$ cat src/rtl/axi_capture_pkg.sv
// Shared field widths, capture-word sizing and default-layout channel offsets
// for the AXI4 capture snoop and anything that decodes its output word.
package axi_capture_pkg;

    localparam int ID_WIDTH_DEF    = 4;
    localparam int ADDR_WIDTH_DEF  = 64;
    localparam int DATA_WIDTH_DEF  = 64;
    localparam int USER_WIDTH_DEF  = 1;
    localparam int STAMP_WIDTH_DEF = 14;

    // Fixed-width bits per channel, excluding id/addr/data/strb/user.
    // AW/AR: len 8 + size 3 + burst 2 + lock 1 + cache 4 + prot 3 + region 4 + qos 4 + valid + ready.
    localparam int AX_FIXED_BITS = 31;
    localparam int W_FIXED_BITS  = 3;   // last, valid, ready
    localparam int B_FIXED_BITS  = 4;   // resp 2, valid, ready
    localparam int R_FIXED_BITS  = 5;   // resp 2, last, valid, ready
    localparam int FIRE_BITS     = 5;

    function automatic int capture_width(input int id_w, input int addr_w, input int data_w,
                                         input int user_w, input int stamp_w);
        return stamp_w + FIRE_BITS
             + 2 * (id_w + addr_w + user_w + AX_FIXED_BITS)
             + (data_w + data_w / 8 + user_w + W_FIXED_BITS)
             + (id_w + user_w + B_FIXED_BITS)
             + (id_w + data_w + user_w + R_FIXED_BITS);
    endfunction

    localparam int AX_BITS_DEF = ID_WIDTH_DEF + ADDR_WIDTH_DEF + USER_WIDTH_DEF + AX_FIXED_BITS;

    // Channel LSB positions inside the word at the default parameterisation.
    localparam int R_LSB     = 0;
    localparam int AR_LSB    = R_LSB + ID_WIDTH_DEF + DATA_WIDTH_DEF + USER_WIDTH_DEF + R_FIXED_BITS;
    localparam int B_LSB     = AR_LSB + AX_BITS_DEF;
    localparam int W_LSB     = B_LSB + ID_WIDTH_DEF + USER_WIDTH_DEF + B_FIXED_BITS;
    localparam int AW_LSB    = W_LSB + DATA_WIDTH_DEF + DATA_WIDTH_DEF / 8 + USER_WIDTH_DEF + W_FIXED_BITS;
    localparam int FIRE_LSB  = AW_LSB + AX_BITS_DEF;
    localparam int STAMP_LSB = FIRE_LSB + FIRE_BITS;

endpackage

$ cat src/rtl/axi_capture_stamp.sv
// Free-running wrapping cycle-stamp counter with synchronous active-high reset.
module axi_capture_stamp #(
    parameter int STAMP_WIDTH = 14
) (
    input  logic                   clk_i,
    input  logic                   rst_i,
    output logic [STAMP_WIDTH-1:0] stamp_o
);

    logic [STAMP_WIDTH-1:0] count_q, count_d;

    // Natural overflow gives the wrap to zero.
    always_comb begin
        count_d = count_q + STAMP_WIDTH'(1);
    end

    always_ff @(posedge clk_i) begin
        if (rst_i) begin
            count_q <= '0;
        end else begin
            count_q <= count_d;
        end
    end

    assign stamp_o = count_q;

endmodule

$ cat src/rtl/axi_capture_snoop.sv
// Passive registered snapshot of one AXI4 bus: all five channels, handshake
// flags and a cycle stamp packed into one flat word per clock.
module axi_capture_snoop
    import axi_capture_pkg::*;
#(
    parameter int   ID_WIDTH      = ID_WIDTH_DEF,
    parameter int   ADDR_WIDTH    = ADDR_WIDTH_DEF,
    parameter int   DATA_WIDTH    = DATA_WIDTH_DEF,
    parameter int   USER_WIDTH    = USER_WIDTH_DEF,
    parameter int   STAMP_WIDTH   = STAMP_WIDTH_DEF,
    localparam int  CAPTURE_WIDTH = capture_width(ID_WIDTH, ADDR_WIDTH, DATA_WIDTH, USER_WIDTH, STAMP_WIDTH)
) (
    input  logic                      clk_i,
    input  logic                      rst_i,
    input  logic                      capture_en_i,

    input  logic [ID_WIDTH-1:0]       aw_id,
    input  logic [ADDR_WIDTH-1:0]     aw_addr,
    input  logic [7:0]                aw_len,
    input  logic [2:0]                aw_size,
    input  logic [1:0]                aw_burst,
    input  logic                      aw_lock,
    input  logic [3:0]                aw_cache,
    input  logic [2:0]                aw_prot,
    input  logic [3:0]                aw_region,
    input  logic [3:0]                aw_qos,
    input  logic [USER_WIDTH-1:0]     aw_user,
    input  logic                      aw_valid,
    input  logic                      aw_ready,

    input  logic [DATA_WIDTH-1:0]     w_data,
    input  logic [DATA_WIDTH/8-1:0]   w_strb,
    input  logic                      w_last,
    input  logic [USER_WIDTH-1:0]     w_user,
    input  logic                      w_valid,
    input  logic                      w_ready,

    input  logic [ID_WIDTH-1:0]       b_id,
    input  logic [1:0]                b_resp,
    input  logic [USER_WIDTH-1:0]     b_user,
    input  logic                      b_valid,
    input  logic                      b_ready,

    input  logic [ID_WIDTH-1:0]       ar_id,
    input  logic [ADDR_WIDTH-1:0]     ar_addr,
    input  logic [7:0]                ar_len,
    input  logic [2:0]                ar_size,
    input  logic [1:0]                ar_burst,
    input  logic                      ar_lock,
    input  logic [3:0]                ar_cache,
    input  logic [2:0]                ar_prot,
    input  logic [3:0]                ar_region,
    input  logic [3:0]                ar_qos,
    input  logic [USER_WIDTH-1:0]     ar_user,
    input  logic                      ar_valid,
    input  logic                      ar_ready,

    input  logic [ID_WIDTH-1:0]       r_id,
    input  logic [DATA_WIDTH-1:0]     r_data,
    input  logic [1:0]                r_resp,
    input  logic                      r_last,
    input  logic [USER_WIDTH-1:0]     r_user,
    input  logic                      r_valid,
    input  logic                      r_ready,

    output logic [CAPTURE_WIDTH-1:0]  capture_o
);

    logic [STAMP_WIDTH-1:0]   stamp;
    logic [4:0]               fire;
    logic [CAPTURE_WIDTH-1:0] capture_q, capture_d;

    // The stamp keeps counting while capture is disabled, so gaps in a trace are visible.
    axi_capture_stamp #(
        .STAMP_WIDTH (STAMP_WIDTH)
    ) u_stamp (
        .clk_i   (clk_i),
        .rst_i   (rst_i),
        .stamp_o (stamp)
    );

    always_comb begin
        fire = {aw_valid & aw_ready, w_valid & w_ready, b_valid & b_ready,
                ar_valid & ar_ready, r_valid & r_ready};
        capture_d = capture_q;
        if (capture_en_i) begin
            capture_d = {stamp, fire,
                         aw_id, aw_addr, aw_len, aw_size, aw_burst, aw_lock, aw_cache,
                         aw_prot, aw_region, aw_qos, aw_user, aw_valid, aw_ready,
                         w_data, w_strb, w_last, w_user, w_valid, w_ready,
                         b_id, b_resp, b_user, b_valid, b_ready,
                         ar_id, ar_addr, ar_len, ar_size, ar_burst, ar_lock, ar_cache,
                         ar_prot, ar_region, ar_qos, ar_user, ar_valid, ar_ready,
                         r_id, r_data, r_resp, r_last, r_user, r_valid, r_ready};
        end
    end

    always_ff @(posedge clk_i) begin
        if (rst_i) begin
            capture_q <= '0;
        end else begin
            capture_q <= capture_d;
        end
    end

    assign capture_o = capture_q;

endmodule

$ cat config.mk
export PLATFORM = sky130hd
export DESIGN_NAME = axi_capture_snoop
export DESIGN_NICKNAME = d
export VERILOG_FILES = /design/src/rtl/axi_capture_pkg.sv /design/src/rtl/axi_capture_stamp.sv /design/src/rtl/axi_capture_snoop.sv
export SDC_FILE = /design/constraint.sdc
export NUM_CORES = 1
export LEC_CHECK = 0
export ABC_AREA = 1
export ABC_CLOCK_PERIOD_IN_PS = 1600
export CORE_AREA = 2 2 287 289
export CTS_CLUSTER_SIZE = 40
export DETAILED_ROUTE_END_ITERATION = 16
export DIE_AREA = 0 0 289 291
export HOLD_SLACK_MARGIN = 0.1
export PLACE_DENSITY = 0.38
export SYNTH_ARGS = -nofsm -noshare
export SYNTH_HDL_FRONTEND = slang
export SYNTH_HIERARCHICAL = 1
export SYNTH_SLANG_ARGS = --single-unit
export TNS_END_PERCENT = 30
$ cat constraint.sdc
create_clock -name clk_i -period 1.6 [get_ports clk_i]
set_clock_uncertainty 0.05 [all_clocks]
set_input_delay 0.32 -clock clk_i [delete_from_list [all_inputs] [get_ports clk_i]]
set_output_delay 0.32 -clock clk_i [all_outputs]
set_load 0.02 [all_outputs]
Word level (Yosys, flattened, before mapping)
Cells that the tools add are included.
- flip-flop bits (word level): 392
- output and inout bits: 378
- logic and storage cells: 8
- add/subtract/negate cells: 1
- bitwise operators: 5
- operator list (operator ; number):
    14-bit by 1-bit adder with 14-bit output (second input constant) ; 1
    1-bit AND ; 5

Depth between registers and ports, before layout
Gate-level depths: netlist of run 1.
- depth in word-level cells: 1
- depth in mapped cells: 8

Hierarchy
The synthesis of run 1 kept the hierarchy.
- by module, submodules not included (module ; times used ; cells an instance ; area an instance (µm²) ; seq. area each (µm²)):
    axi_capture_snoop ; 1 ; 1639 ; 13060.0 ; 7567.3
    axi_capture_stamp ; 1 ; 97 ; 681.9 ; 280.3

Worst setup path before layout of run 1
No wires, ideal clock.
- path kind: input -> register
- from: in capture_en_i
- to: reg capture_q[368] (netlist: capture_o[368])
- arrival time: 1029 ps
- path slack: 406 ps
- stages: 6
- path buffers: 4
- cell sequence: buf_6 -> buf_6 -> buf_4 -> buf_6 -> o21ai_0 -> nor2_1
- RTL lines (what ; line ; source):
    from (decl) ; axi_capture_snoop.sv:15 ; input logic capture_en_i,
    to (signal assigned) ; axi_capture_snoop.sv:102 ; capture_q <= capture_d;
    to (decl) ; axi_capture_snoop.sv:71 ; logic [CAPTURE_WIDTH-1:0] capture_q, capture_d;

Final worst setup path of run 1
- from: reg capture_q[274] (netlist: capture_o[274])
- to: out capture_o[274]
- RTL lines (what ; line ; source):
    to (decl) ; axi_capture_snoop.sv:66 ; output logic [CAPTURE_WIDTH-1:0] capture_o
No word-level cell between the ends.

==> flow_summary.html, run 1 <==
<table>
<tr><th>Metric</th><th>Value</th></tr>
<tr><th colspan="2">Die</th></tr>
<tr><td>Area inside the core boundary</td><td>0.0812 sq mm</td></tr>
<tr><td>Horizontal die dimension</td><td>289 um</td></tr>
<tr><td>Starting utilization of the core area</td><td>0.169</td></tr>
<tr><td>Num rows</td><td>105</td></tr>
<tr><td>Number of primary I/O pins</td><td>740</td></tr>
<tr><td>Y dimension of the die</td><td>291 um</td></tr>
<tr><td>Full die area</td><td>0.0841 sq mm</td></tr>
<tr><th colspan="2">Timing</th></tr>
<tr><td>Worst Hold Margin</td><td>0.171 ns</td></tr>
<tr><td>Slew headroom</td><td>0.767</td></tr>
<tr><td>Unrepaired setup endpoints after global routing</td><td>true</td></tr>
<tr><td>Slew Limit Fails</td><td>0</td></tr>
<tr><td>Final hold viol count</td><td>0</td></tr>
<tr><td>Min Tclk post-route</td><td>1.55 ns</td></tr>
<tr><td>Worst slew pin tran</td><td>0.350 ns</td></tr>
<tr><td>Maximum operating frequency</td><td>645 MHz</td></tr>
<tr><td>Share of the cycle needed by the critical path after routing</td><td>0.968</td></tr>
<tr><td>Final total negative setup slack</td><td>0 ns</td></tr>
<tr><td>Number of setup violations in the final report</td><td>0</td></tr>
<tr><th colspan="2">Critical path</th></tr>
<tr><td>Crit path required time</td><td>1.23 ns</td></tr>
<tr><td>Startpoint kind of the worst setup timing path</td><td>flip-flop</td></tr>
<tr><td>Cell at the slowest stage of the critical path</td><td>sky130_fd_sc_hd__dfxtp_1</td></tr>
<tr><td>Worst endpoint data arrival time</td><td>1.18 ns</td></tr>
<tr><td>Largest stage delay on the critical path</td><td>0.32 ns</td></tr>
<tr><td>Critical path type</td><td>flip-flop to output port</td></tr>
<tr><td>Number of buffers and inverters on the critical path</td><td>1</td></tr>
<tr><td>Category of cells accounting for the largest share of critical-path delay</td><td>flip-flops</td></tr>
<tr><td>Critical Path, Cell by Cell</td><td>clkdlybuf4s15_2</td></tr>
<tr><td>Nature of the critical path endpoint</td><td>output port</td></tr>
<tr><td>Top fanout value on the critical path</td><td>2</td></tr>
<tr><th colspan="2">Finish</th></tr>
<tr><td>Design Area, Final</td><td>0.0222 sq mm</td></tr>
<tr><td>Ratio of cells with drive above 1 in the final layout</td><td>0.208</td></tr>
<tr><td>Util after Layout</td><td>0.274</td></tr>
<tr><td>Commonest cells after routing, fill and taps aside</td><td>sky130_fd_sc_hd__nor2_1 (747), sky130_fd_sc_hd__dfxtp_1 (391), sky130_fd_sc_hd__o21ai_0 (365)</td></tr>
<tr><td>Area Overhead vs Synth</td><td>61.7%</td></tr>
<tr><td>Fin nets</td><td>2,813</td></tr>
<tr><td>Leading cell type in the layout, fill and taps excluded</td><td>sky130_fd_sc_hd__nor2_1</td></tr>
<tr><th colspan="2">Logic synthesis</th></tr>
<tr><td>Netlist cell types</td><td>22</td></tr>
<tr><td>Sequential-to-total area share from yosys stat</td><td>0.571</td></tr>
<tr><td>Synthesized area</td><td>0.0137 sq mm</td></tr>
<tr><td>Synthesized netlist cell count</td><td>1,736</td></tr>
<tr><td>Main synth FF type</td><td>sky130_fd_sc_hd__dfxtp_1</td></tr>
<tr><td>Number of storage elements in the synthesis netlist</td><td>392</td></tr>
<tr><td>Mean instance size in the synthesized netlist</td><td>7.92 sq um</td></tr>
<tr><td>Number of nets produced by synthesis</td><td>2,099</td></tr>
<tr><td>Async set or reset register ratio after synthesis</td><td>0</td></tr>
<tr><td>Post-synth EDFFs</td><td>0</td></tr>
<tr><td>Total number of yosys warnings</td><td>6</td></tr>
<tr><th colspan="2">Pwr</th></tr>
<tr><td>Pwr per Cell Area</td><td>1160 mW/mm^2</td></tr>
<tr><td>Leakage component of the power</td><td>9.79 nW</td></tr>
<tr><td>Relative contribution of combinational cells to total power</td><td>0.154</td></tr>
<tr><td>Switching share of total power</td><td>0.273</td></tr>
<tr><td>Relative contribution of sequential cells to total power</td><td>0.415</td></tr>
<tr><td>Portion of total power attributed to the clock network</td><td>0.431</td></tr>
<tr><td>Worst supply voltage drop on vdd</td><td>592 uV</td></tr>
<tr><td>Net switching component of the power</td><td>7.06 mW</td></tr>
<tr><td>Internal power</td><td>18.8 mW</td></tr>
<tr><td>Power Total</td><td>25.8 mW</td></tr>
<tr><th colspan="2">Global routing</th></tr>
<tr><td>First-pass GRT wire length</td><td>90,500 um</td></tr>
<tr><td>Via count of the first global-routing pass</td><td>13,940</td></tr>
<tr><td>GR Overflow Total</td><td>0</td></tr>
<tr><td>Number of antenna violations at the first check in global routing</td><td>5</td></tr>
<tr><td>Pin count of the biggest net entering global routing</td><td>63</td></tr>
<tr><td>Global-route usage over all layers</td><td>0.141</td></tr>
<tr><th colspan="2">Clock tree</th></tr>
<tr><td>Number of buffers created by CTS</td><td>49</td></tr>
<tr><td>Clock root buffer master</td><td>sky130_fd_sc_hd__clkbuf_16</td></tr>
<tr><td>Post-CTS setup-driven buffer insertion count</td><td>0</td></tr>
<tr><td>H-tree depth</td><td>2</td></tr>
<tr><td>Clock tree from TritonCTS</td><td>built</td></tr>
<tr><td>Buffer levels on the longest clock path</td><td>3</td></tr>
<tr><td>Hold bufs inserted after CTS</td><td>0</td></tr>
<tr><td>Worst-path clk slew</td><td>0.06 ns</td></tr>
<tr><td>Clock tree sinks</td><td>392</td></tr>
<tr><td>Clock network latency to the later pin of the worst-skew pair</td><td>0.57 ns</td></tr>
<tr><th colspan="2">Run</th></tr>
<tr><td>Number of maximum-capacitance violations</td><td>0</td></tr>
<tr><th colspan="2">Drt</th></tr>
<tr><td># DRC</td><td>0</td></tr>
<tr><td>Number of nets with antenna violations after routing</td><td>0</td></tr>
<tr><td>Number of search-and-repair iterations in the first detailed-routing pass</td><td>5</td></tr>
<tr><td>WL final</td><td>62,300 um</td></tr>
<tr><td>DRC violation total after the first TritonRoute iteration</td><td>552</td></tr>
<tr><td>Via-to-Cell Ratio</td><td>3.91</td></tr>
<tr><td>Via count</td><td>13,949</td></tr>
<tr><td>Routed wire length per instance</td><td>17.5 um</td></tr>
<tr><th colspan="2">Placed design</th></tr>
<tr><td>Area after DPL</td><td>0.0224 sq mm</td></tr>
<tr><td>Port Buf Inserts</td><td>739</td></tr>
<tr><td>Gp weighted congestion</td><td>0.785</td></tr>
<tr><td>Detail Placement HPWL</td><td>46,500 um</td></tr>
<tr><th colspan="2">Outcome</th></tr>
<tr><td>Status</td><td>completed</td></tr>
<tr><th colspan="2">Worst hold path</th></tr>
<tr><td>Type of the worst min-delay path</td><td>input port to flip-flop</td></tr>
</table>
==> per-stage QoR <==
stage / cells / setup slack, ns
4_1_cts: 3559 / -0.0810
5_1_grt: 3563 / -0.00687
3_5_place_dp: 3469 / -0.193
3_3_place_gp: 3469 / -0.189
6_report: 3563 / 0.0507
2_1_floorplan: 1736 / 0.406
==> registers in the layout (all words and copies together) (netlist names) <==
| name | flops |
|---|---|
| capture_o | 378 |
| u_stamp/stamp_o | 14 |
==> metal layers <==
layer,vias to the layer above,global-route usage,share of wire
met4,2,0.0425,0.023
met5,-,0,0.00022
met3,78,0.0438,0.078
li1,7002,-,-
met2,428,0.255,0.51
met1,6439,0.155,0.39
==> synthesized netlist by cell type, drive strengths merged, types with 2 or more instances <==
cell type  instances  area, sq um
nor2             753         2860
nand3             11         60.1
o21ai            365         1830
nand2             52          203
buf               70          538
inv               12         50.1
a21oi             20          100
dfxtp            392         7850
clkbuf            55          206
nand4              2         12.5
==> area by class of cell <==
class	instances	area, sq um
fill	8896	59000
sequential	392	7850
timing repair buffer	788	6260
multi-input combinational	1207	5100
clock buffer	74	1430
tap	1070	1340
clock inverter	16	170
inverter	12	65.1
antenna	4	10.0
==> final timing paths <==
kind | from | endpoint | slack, ns | cells past startpoint
setup reg to reg | u_stamp/stamp_o[0]$_SDFF_PP0_ | u_stamp/stamp_o[10]$_SDFF_PP0_ | 0.26 | 8
setup / recovery | capture_o[274]$_SDFFE_PP0P_ | capture_o[274] | 0.05 | 1
hold / removal | capture_en_i | capture_o[7]$_SDFFE_PP0P_ | 0.17 | 4
hold reg to reg | capture_o[184]$_SDFFE_PP0P_ | capture_o[184]$_SDFFE_PP0P_ | 0.41 | 2
==> kinds of logic after synthesis <==
group | Yosys count | share of synthesized area
flip-flops | 392 | 0.571
AO/OA/AOI/OAI | 386 | 0.141
AND/OR/NAND/NOR | 820 | 0.229
buffers and inverters | 137 | 0.0578
adder cells (fa/ha/maj) | 1 | 0.000910
==> power by group through the flow <==
stage	combinational [mW]	clock, mW	sequential [mW]
2_1_floorplan	1.08	0	11.7
3_3_place_gp	4.63	0	10.9
3_5_place_dp	4.63	0	10.9
4_1_cts	4.18	11.6	10.7
5_1_grt	4.33	12.0	10.8
6_report	3.98	11.1	10.7
==> what timing repair did <==
action                                  in CTS  in global routing
endpoints found under the setup margin     378                196
gates cloned                                 0                  0
pin swaps                                    0                  0
resized for setup                         1085                351
Note: power is estimated with default switching activity, not from simulation.
==> inputs of run 2 (changes only) <==
--- a/config.mk
+++ b/config.mk
@@ -13,6 +13,7 @@
 export DIE_AREA = 0 0 289 291
 export HOLD_SLACK_MARGIN = 0.1
 export PLACE_DENSITY = 0.38
+export SLEW_MARGIN = 15
 export SYNTH_ARGS = -nofsm -noshare
 export SYNTH_HDL_FRONTEND = slang
 export SYNTH_HIERARCHICAL = 1
==> results of run 2 <==
Final layout, timing and power as in run 1 (identical DEF).
